$ cat config.mk
export PLATFORM = sky130hd
export DESIGN_NAME = prince_affine_inv_2sh_serial
export DESIGN_NICKNAME = d
export VERILOG_FILES = /design/src/rtl/prince_mask_pkg.sv /design/src/rtl/prince_affine_inv_2sh_serial_affine_inv_2sh.sv /design/src/rtl/prince_affine_inv_2sh_serial.sv
export SDC_FILE = /design/constraint.sdc
export NUM_CORES = 1
export LEC_CHECK = 0
export CAP_MARGIN = 20
export CELL_PAD_IN_SITES_DETAIL_PLACEMENT = 0
export CELL_PAD_IN_SITES_GLOBAL_PLACEMENT = 1
export CORE_AREA = 2 2 140 142
export DETAILED_ROUTE_END_ITERATION = 8
export DIE_AREA = 0 0 142 144
export PLACE_DENSITY_LB_ADDON = 0.1
export SYNTH_ARGS = -nofsm -noshare
export SYNTH_HDL_FRONTEND = slang
export SYNTH_SLANG_ARGS = --single-unit
$ cat constraint.sdc
create_clock -name clk -period 3.6 [get_ports clk]
set_input_delay 0.9 -clock clk [delete_from_list [all_inputs] [get_ports clk]]
set_output_delay 0.9 -clock clk [all_outputs]
set_load 0.005 [all_outputs]
$ cat src/rtl/prince_mask_pkg.sv
// ============================================================================
//  Module      : prince_mask_pkg
//  Description : Shared types and lookup tables for the two-share PRINCE
//                affine layer. The forward share functions are:
//                  A1(x) = L(x) ^ AFFINE_C   (share 1, carries the constant)
//                  A2(x) = L(x)              (share 2, linear only)
//                with L the 4-bit linear map
//                  y0 = x0^x1, y1 = x1^x2, y2 = x2^x3, y3 = x3.
//                The inverse tables are built by scattering the forward
//                functions, so they cannot drift from them. LUTS_OK confirms
//                that each table really undoes its forward function.
//  Revision    : 1.0 - initial release
// ============================================================================
`default_nettype none

package prince_mask_pkg;

  typedef logic [3:0]       nibble_t;
  typedef logic [63:0]      state_t;
  typedef logic [15:0][3:0] lut_t;

  typedef enum logic [1:0] {
    IDLE = 2'd0,
    BUSY = 2'd1,
    DONE = 2'd2
  } fsm_t;

  localparam nibble_t AFFINE_C = 4'h5;

  function automatic nibble_t lin_fwd(input nibble_t x);
    return {x[3], x[2] ^ x[3], x[1] ^ x[2], x[0] ^ x[1]};
  endfunction

  function automatic nibble_t a1_fwd(input nibble_t x);
    return lin_fwd(x) ^ AFFINE_C;
  endfunction

  function automatic nibble_t a2_fwd(input nibble_t x);
    return lin_fwd(x);
  endfunction

  // Inverse table: entry fwd(x) holds x.
  function automatic lut_t invert_lut(input logic share1);
    lut_t    lut;
    nibble_t x;
    nibble_t y;
    lut = '0;
    for (int i = 0; i < 16; i++) begin
      x      = nibble_t'(i);
      y      = share1 ? a1_fwd(x) : a2_fwd(x);
      lut[y] = x;
    end
    return lut;
  endfunction

  // A non-bijective forward map would leave holes that fail this round trip.
  function automatic logic luts_ok(input lut_t inv1, input lut_t inv2);
    logic    ok;
    nibble_t x;
    ok = 1'b1;
    for (int i = 0; i < 16; i++) begin
      x = nibble_t'(i);
      if (inv1[a1_fwd(x)] != x) ok = 1'b0;
      if (inv2[a2_fwd(x)] != x) ok = 1'b0;
    end
    return ok;
  endfunction

  localparam lut_t AINV1_LUT = invert_lut(1'b1);
  localparam lut_t AINV2_LUT = invert_lut(1'b0);
  localparam logic LUTS_OK   = luts_ok(AINV1_LUT, AINV2_LUT);

endpackage

`default_nettype wire

$ cat src/rtl/prince_affine_inv_2sh_serial_affine_inv_2sh.sv
// ============================================================================
//  Module      : affine_inv_2sh
//  Description : Combinational inverse affine map for one nibble of one share.
//                SHARE = 1 selects AINV1 (undoes the constant as well),
//                SHARE = 2 selects AINV2 (linear only). Each share gets its own
//                instance so the two shares never meet in the same cell.
//  Ports       : i_nib  in  4  input nibble of the selected share
//                o_nib  out 4  inverse-affine nibble of the same share
//  Revision    : 1.0 - initial release
// ============================================================================
`default_nettype none

module affine_inv_2sh
  import prince_mask_pkg::*;
#(
  parameter int SHARE = 1
) (
  input  nibble_t i_nib,
  output nibble_t o_nib
);

  generate
    if (SHARE == 1) begin : g_share1
      assign o_nib = AINV1_LUT[i_nib];
    end else begin : g_share2
      assign o_nib = AINV2_LUT[i_nib];
    end
  endgenerate

endmodule

`default_nettype wire

$ cat src/rtl/prince_affine_inv_2sh_serial.sv
// ============================================================================
//  Module      : prince_affine_inv_2sh_serial
//  Description : Serial two-share inverse of the PRINCE S-box affine layer.
//                A 64-bit shared state is accepted, LANES nibbles of each
//                share are transformed per cycle while the share registers
//                rotate right, and the shared result is offered on a
//                valid/ready port. Shares are kept in separate registers and
//                separate per-lane instances and are never combined.
//  Ports       : clk        in  1   clock, rising edge
//                rst_n      in  1   asynchronous active-low reset
//                in_valid   in  1   input state available
//                in_ready   out 1   block can accept a state (IDLE)
//                in_sh1     in  64  input share 1, nibble i = [4i+3:4i]
//                in_sh2     in  64  input share 2
//                in_rnd     in  64  refresh mask (PRINCE_AFFINE_INV_REFRESH_EN)
//                out_valid  out 1   result available (DONE)
//                out_ready  in  1   consumer accepts result
//                out_sh1    out 64  result share 1
//                out_sh2    out 64  result share 2
//  Options     : PRINCE_AFFINE_INV_REFRESH_EN - both shares are XORed with
//                in_rnd at the accept edge (unmasked value unchanged).
//  Revision    : 1.0 - initial release
// ============================================================================
`default_nettype none

module prince_affine_inv_2sh_serial
  import prince_mask_pkg::*;
#(
  parameter int LANES   = 4,
  parameter int NIBBLES = 16
) (
  input  logic        clk,
  input  logic        rst_n,
  input  logic        in_valid,
  output logic        in_ready,
  input  logic [63:0] in_sh1,
  input  logic [63:0] in_sh2,
`ifdef PRINCE_AFFINE_INV_REFRESH_EN
  input  logic [63:0] in_rnd,
`endif
  output logic        out_valid,
  input  logic        out_ready,
  output logic [63:0] out_sh1,
  output logic [63:0] out_sh2
);

  localparam int STEPS  = NIBBLES / LANES;
  localparam int LANE_W = 4 * LANES;
  localparam int CNT_W  = $clog2(NIBBLES);
  localparam logic [CNT_W-1:0] CNT_LAST = CNT_W'(STEPS - 1);

  generate
    if (!(LANES == 1 || LANES == 2 || LANES == 4 || LANES == 8 || LANES == 16))
    begin : g_bad_lanes
      $error("prince_affine_inv_2sh_serial: LANES must be 1, 2, 4, 8 or 16");
    end
    if (NIBBLES != 16) begin : g_bad_nibbles
      $error("prince_affine_inv_2sh_serial: NIBBLES is fixed at 16");
    end
    if (!LUTS_OK) begin : g_bad_luts
      $error("prince_affine_inv_2sh_serial: inverse tables do not undo forward maps");
    end
  endgenerate

  fsm_t             state_q, state_d;
  logic [CNT_W-1:0] cnt_q, cnt_d;
  state_t           sh1_q, sh1_d;
  state_t           sh2_q, sh2_d;

  logic             w_load;
  logic             w_step;

  logic [LANE_W-1:0] w_inv1;
  logic [LANE_W-1:0] w_inv2;
  state_t            w_rot1;
  state_t            w_rot2;
  state_t            w_load1;
  state_t            w_load2;

  // --------------------------------------------------------------------------
  // Load values: optional refresh XORs the same mask into both shares, which
  // leaves share1 ^ share2 untouched.
  // --------------------------------------------------------------------------
`ifdef PRINCE_AFFINE_INV_REFRESH_EN
  assign w_load1 = in_sh1 ^ in_rnd;
  assign w_load2 = in_sh2 ^ in_rnd;
`else
  assign w_load1 = in_sh1;
  assign w_load2 = in_sh2;
`endif

  // --------------------------------------------------------------------------
  // Per-lane inverse affine, one instance per share per lane.
  // --------------------------------------------------------------------------
  generate
    for (genvar l = 0; l < LANES; l++) begin : g_lane
      affine_inv_2sh #(.SHARE(1)) u_sh1 (
        .i_nib (sh1_q[4*l +: 4]),
        .o_nib (w_inv1[4*l +: 4])
      );
      affine_inv_2sh #(.SHARE(2)) u_sh2 (
        .i_nib (sh2_q[4*l +: 4]),
        .o_nib (w_inv2[4*l +: 4])
      );
    end
  endgenerate

  // Rotate right by one lane group: transformed nibbles re-enter at the top,
  // so after STEPS cycles every nibble is back in its original position.
  generate
    if (LANES == NIBBLES) begin : g_rot_full
      assign w_rot1 = w_inv1;
      assign w_rot2 = w_inv2;
    end else begin : g_rot_part
      assign w_rot1 = {w_inv1, sh1_q[63:LANE_W]};
      assign w_rot2 = {w_inv2, sh2_q[63:LANE_W]};
    end
  endgenerate

  // --------------------------------------------------------------------------
  // Control FSM
  // --------------------------------------------------------------------------
  always_ff @(posedge clk or negedge rst_n) begin
    if (!rst_n) begin
      state_q <= IDLE;
      cnt_q   <= '0;
    end else begin
      state_q <= state_d;
      cnt_q   <= cnt_d;
    end
  end

  always_comb begin
    state_d = state_q;
    cnt_d   = cnt_q;
    w_load  = 1'b0;
    w_step  = 1'b0;
    case (state_q)
      IDLE: begin
        if (in_valid) begin
          state_d = BUSY;
          cnt_d   = '0;
          w_load  = 1'b1;
        end
      end
      BUSY: begin
        w_step = 1'b1;
        if (cnt_q == CNT_LAST) begin
          state_d = DONE;
          cnt_d   = '0;
        end else begin
          cnt_d = cnt_q + CNT_W'(1);
        end
      end
      DONE: begin
        if (out_ready) begin
          state_d = IDLE;
        end
      end
      default: begin
        state_d = IDLE;
        cnt_d   = '0;
      end
    endcase
  end

  // --------------------------------------------------------------------------
  // Share registers, kept in independent processes.
  // --------------------------------------------------------------------------
  always_comb begin
    sh1_d = sh1_q;
    if (w_load) begin
      sh1_d = w_load1;
    end else if (w_step) begin
      sh1_d = w_rot1;
    end
  end

  always_ff @(posedge clk or negedge rst_n) begin
    if (!rst_n) begin
      sh1_q <= '0;
    end else begin
      sh1_q <= sh1_d;
    end
  end

  always_comb begin
    sh2_d = sh2_q;
    if (w_load) begin
      sh2_d = w_load2;
    end else if (w_step) begin
      sh2_d = w_rot2;
    end
  end

  always_ff @(posedge clk or negedge rst_n) begin
    if (!rst_n) begin
      sh2_q <= '0;
    end else begin
      sh2_q <= sh2_d;
    end
  end

  // --------------------------------------------------------------------------
  // Outputs
  // --------------------------------------------------------------------------
  assign in_ready  = (state_q == IDLE);
  assign out_valid = (state_q == DONE);
  assign out_sh1   = sh1_q;
  assign out_sh2   = sh2_q;

endmodule

`default_nettype wire

==> flow_metrics.env <==
export IMPL_drive_gt1_frac=0.0686
export IMPL_switching_power_w=0.00352
export IMPL_wirelength_um=22000
export IMPL_place_area_mm2=0.00917
export IMPL_first_global_vias=6178
export IMPL_path_delay_family="flip-flops"
export IMPL_design_power_total_w=0.00946
export IMPL_place_inst=1081
export IMPL_synth_cells=634
export IMPL_p_seq_frac=0.329
export IMPL_layout_nets=995
export IMPL_final_common_cell="clkdlybuf4s50_1"
export IMPL_grt_pass1_wl_um=34500
export IMPL_hold_viol_final=0
export IMPL_start_util=0.341
export IMPL_num_rows=51
export IMPL_crit_path_end_kind="output port"
export IMPL_worstPathCellList="nor2b_1 > clkdlybuf4s50_1"
export IMPL_initialDrtViolationCount=362
export IMPL_maxCapViolations=0
export IMPL_first_pass_iters=5
export IMPL_overflow=0
export IMPL_synth_ff_latch_count=134
export IMPL_post_cts_buffers=0
export IMPL_dieArea_mm2=0.0204
export IMPL_cts_tree="yes"
export IMPL_hold_path_class="primary input to async pin"
export IMPL_clock_latency_ns=0.42
export IMPL_synth_area_per_cell_um2=10.3
export IMPL_synth_seq_area_share=0.516
export IMPL_worstMarginPinSlew_ns=1.03
export IMPL_die_x_um=142
export IMPL_path_clk_slew_ns=0.06
export IMPL_min_period_ns=2.66
export IMPL_slowest_delay_ns=0.59
export IMPL_clkPwrFrac=0.198
export IMPL_cp_start_kind="flip-flop"
export IMPL_timing_critical_path_buf_inv=1
export IMPL_grt_use_total=0.216
export IMPL_slew_headroom=0.310
export IMPL_crit_fanout=21
export IMPL_yosysWarnings=0
export IMPL_power_density_mw_per_mm2=964
export IMPL_synth_cell_type_count=38
export IMPL_combPwrFrac=0.473
export IMPL_vias=6149
export IMPL_cp_required_ns=2.70
export IMPL_core_area_mm2=0.0191
export IMPL_fill_cells=1729
export IMPL_maxSlewViolCount=0
export IMPL_final_period_utilization=0.740
export IMPL_cts_sink_count=134
export IMPL_finalInstanceArea_mm2=0.00981
export IMPL_io_pins=262
export IMPL_postCtsHoldBufs=0
export IMPL_holdWs_ns=0.442
export IMPL_syn_nets=767
export IMPL_syn_area_mm2=0.00650
export IMPL_p_int_w=0.00594
export IMPL_stdcell_count=1114
export IMPL_skew_ns=0.00805
export IMPL_grt_max_degree=80
export IMPL_crit_arrival_ns=1.76
export IMPL_numCtsBuffers=17
export IMPL_critPathKind="flip-flop to output port"
export IMPL_ant_nets=0
export IMPL_drc=0
export IMPL_final_cell_mix="clkdlybuf4s50_1, dfrtp_1, o22ai_1"
export IMPL_crit_path_top_delay_cell="dfrtp_2"
export IMPL_h_tree_depth=4
export IMPL_cts_resized=0
export IMPL_p_leak_nw=3.83
export IMPL_synthToLayoutAreaGrowth_pct=50.9
export IMPL_routedWlPerCell_um=19.8
export IMPL_vias_per_cell=5.52
export IMPL_clk_path_buf_depth=2
export IMPL_max_freq_mhz=375
export IMPL_antenna_found_initial=1
export IMPL_dp_hpwl_um=14700
export IMPL_port_buffers=261
export IMPL_fin_tns_setup_ns=0
export IMPL_place_congestion=0.783
export IMPL_cts_root_buf="clkbuf_16"
export IMPL_die_h_um=144
export IMPL_rsz0062_at_grt="false"
export IMPL_status="complete, no violations"
export IMPL_swShare=0.372
export IMPL_peakVddDrop_uv=401
export IMPL_setup_viol=0
[synthesized netlist by cell type (all sizes together)]
| library cell | number | area (um2) |
|---|---|---|
| nand3b | 6 | 45.0 |
| nor4 | 1 | 6.26 |
| and2b | 1 | 7.51 |
| a22oi | 62 | 465 |
| nor2 | 7 | 26.3 |
| xnor3 | 5 | 113 |
| o22ai | 111 | 694 |
| ha | 1 | 12.5 |
| nor2b | 7 | 43.8 |
| nand2b | 7 | 43.8 |
| clkbuf | 16 | 60.1 |
| a21oi | 63 | 315 |
| nor3b | 2 | 26.3 |
| nand3 | 1 | 5.00 |
| o21bai | 1 | 7.51 |
| nand4b | 1 | 8.76 |
| o221ai | 4 | 35.0 |
| xor2 | 6 | 52.6 |
| a221o | 4 | 40.0 |
| o2bb2ai | 1 | 8.76 |
| a22o | 2 | 17.5 |
| mux2 | 1 | 11.3 |
| buf | 48 | 322 |
| dfrtp | 134 | 3350 |
| inv | 2 | 7.50 |
| o21ai | 63 | 315 |
| and3 | 1 | 6.26 |
| a221oi | 4 | 35.0 |
| nand2 | 58 | 218 |
| xnor2 | 10 | 118 |
| xor3 | 3 | 71.3 |
| a211o | 1 | 8.76 |
[power by group through the flow]
stage	Combinational [W]	Sequential, W	Clock (W)
detailed placement	0.00451	0.00312	0
floorplan	0.00249	0.00292	0
finish	0.00447	0.00312	0.00187
CTS	0.00453	0.00311	0.00191
global placement	0.00444	0.00309	0
global route	0.00492	0.00323	0.00199
[final timing paths]
path                             start          end  slack, ns  cells after the start
max                         state_q[1]    out_valid       0.94                      2
min                              rst_n  out_sh1[10]       0.44                      1
max reg2reg                 state_q[0]   out_sh1[5]       1.47                      5
min reg2reg                out_sh1[22]  out_sh1[22]       0.51                      2
max in group asynchronous        rst_n  out_sh2[45]       2.34                      2
min in group clk           out_sh1[22]  out_sh1[22]       0.51                      2
[routing by layer]
layer,track usage,up-vias,wire length [um]
met5,0,-,0
met4,0.0658,0,311
met3,0.0593,22,1670
met2,0.326,241,9970
met1,0.303,3005,10100
li1,-,2881,-
[cell families after synthesis]
group,after synthesis,share of synthesized area
adders and majority gates,1,0.00192
DFF,134,0.516
buffers and inverters,66,0.0599
AOI/OAI and AO/OA,316,0.299
muxes,1,0.00173
xor gates and xnor gates,24,0.0545
and+or+nand+nor,92,0.0672
[state kept, by name (all words and copies together) (netlist names)]
| register | cells |
|---|---|
| cnt_q | 4 |
| out_sh1 | 64 |
| out_sh2 | 64 |
| state_q | 2 |
[per-stage QoR]
step                      setup slack [ns]  utilization
after floorplan                       1.76            -
after global placement                1.09        0.480
after detailed placement              1.04        0.480
final                                0.935        0.514
after CTS                            0.910        0.514
after global routing                 0.833        0.514
[area by class of cell]
cell class | instances | area (um2) | share of cell area
multi-input combinational | 434 | 2780 | 0.284
sequential | 134 | 3360 | 0.342
clock buffer | 20 | 467 | 0.0476
antenna | 1 | 2.50 | 0.000255
clock inverter | 12 | 175 | 0.0179
inverter | 2 | 7.51 | 0.000765
timing repair buffer | 273 | 2720 | 0.278
tap | 238 | 298 | 0.0304
(Power assumes the default switching activity.)
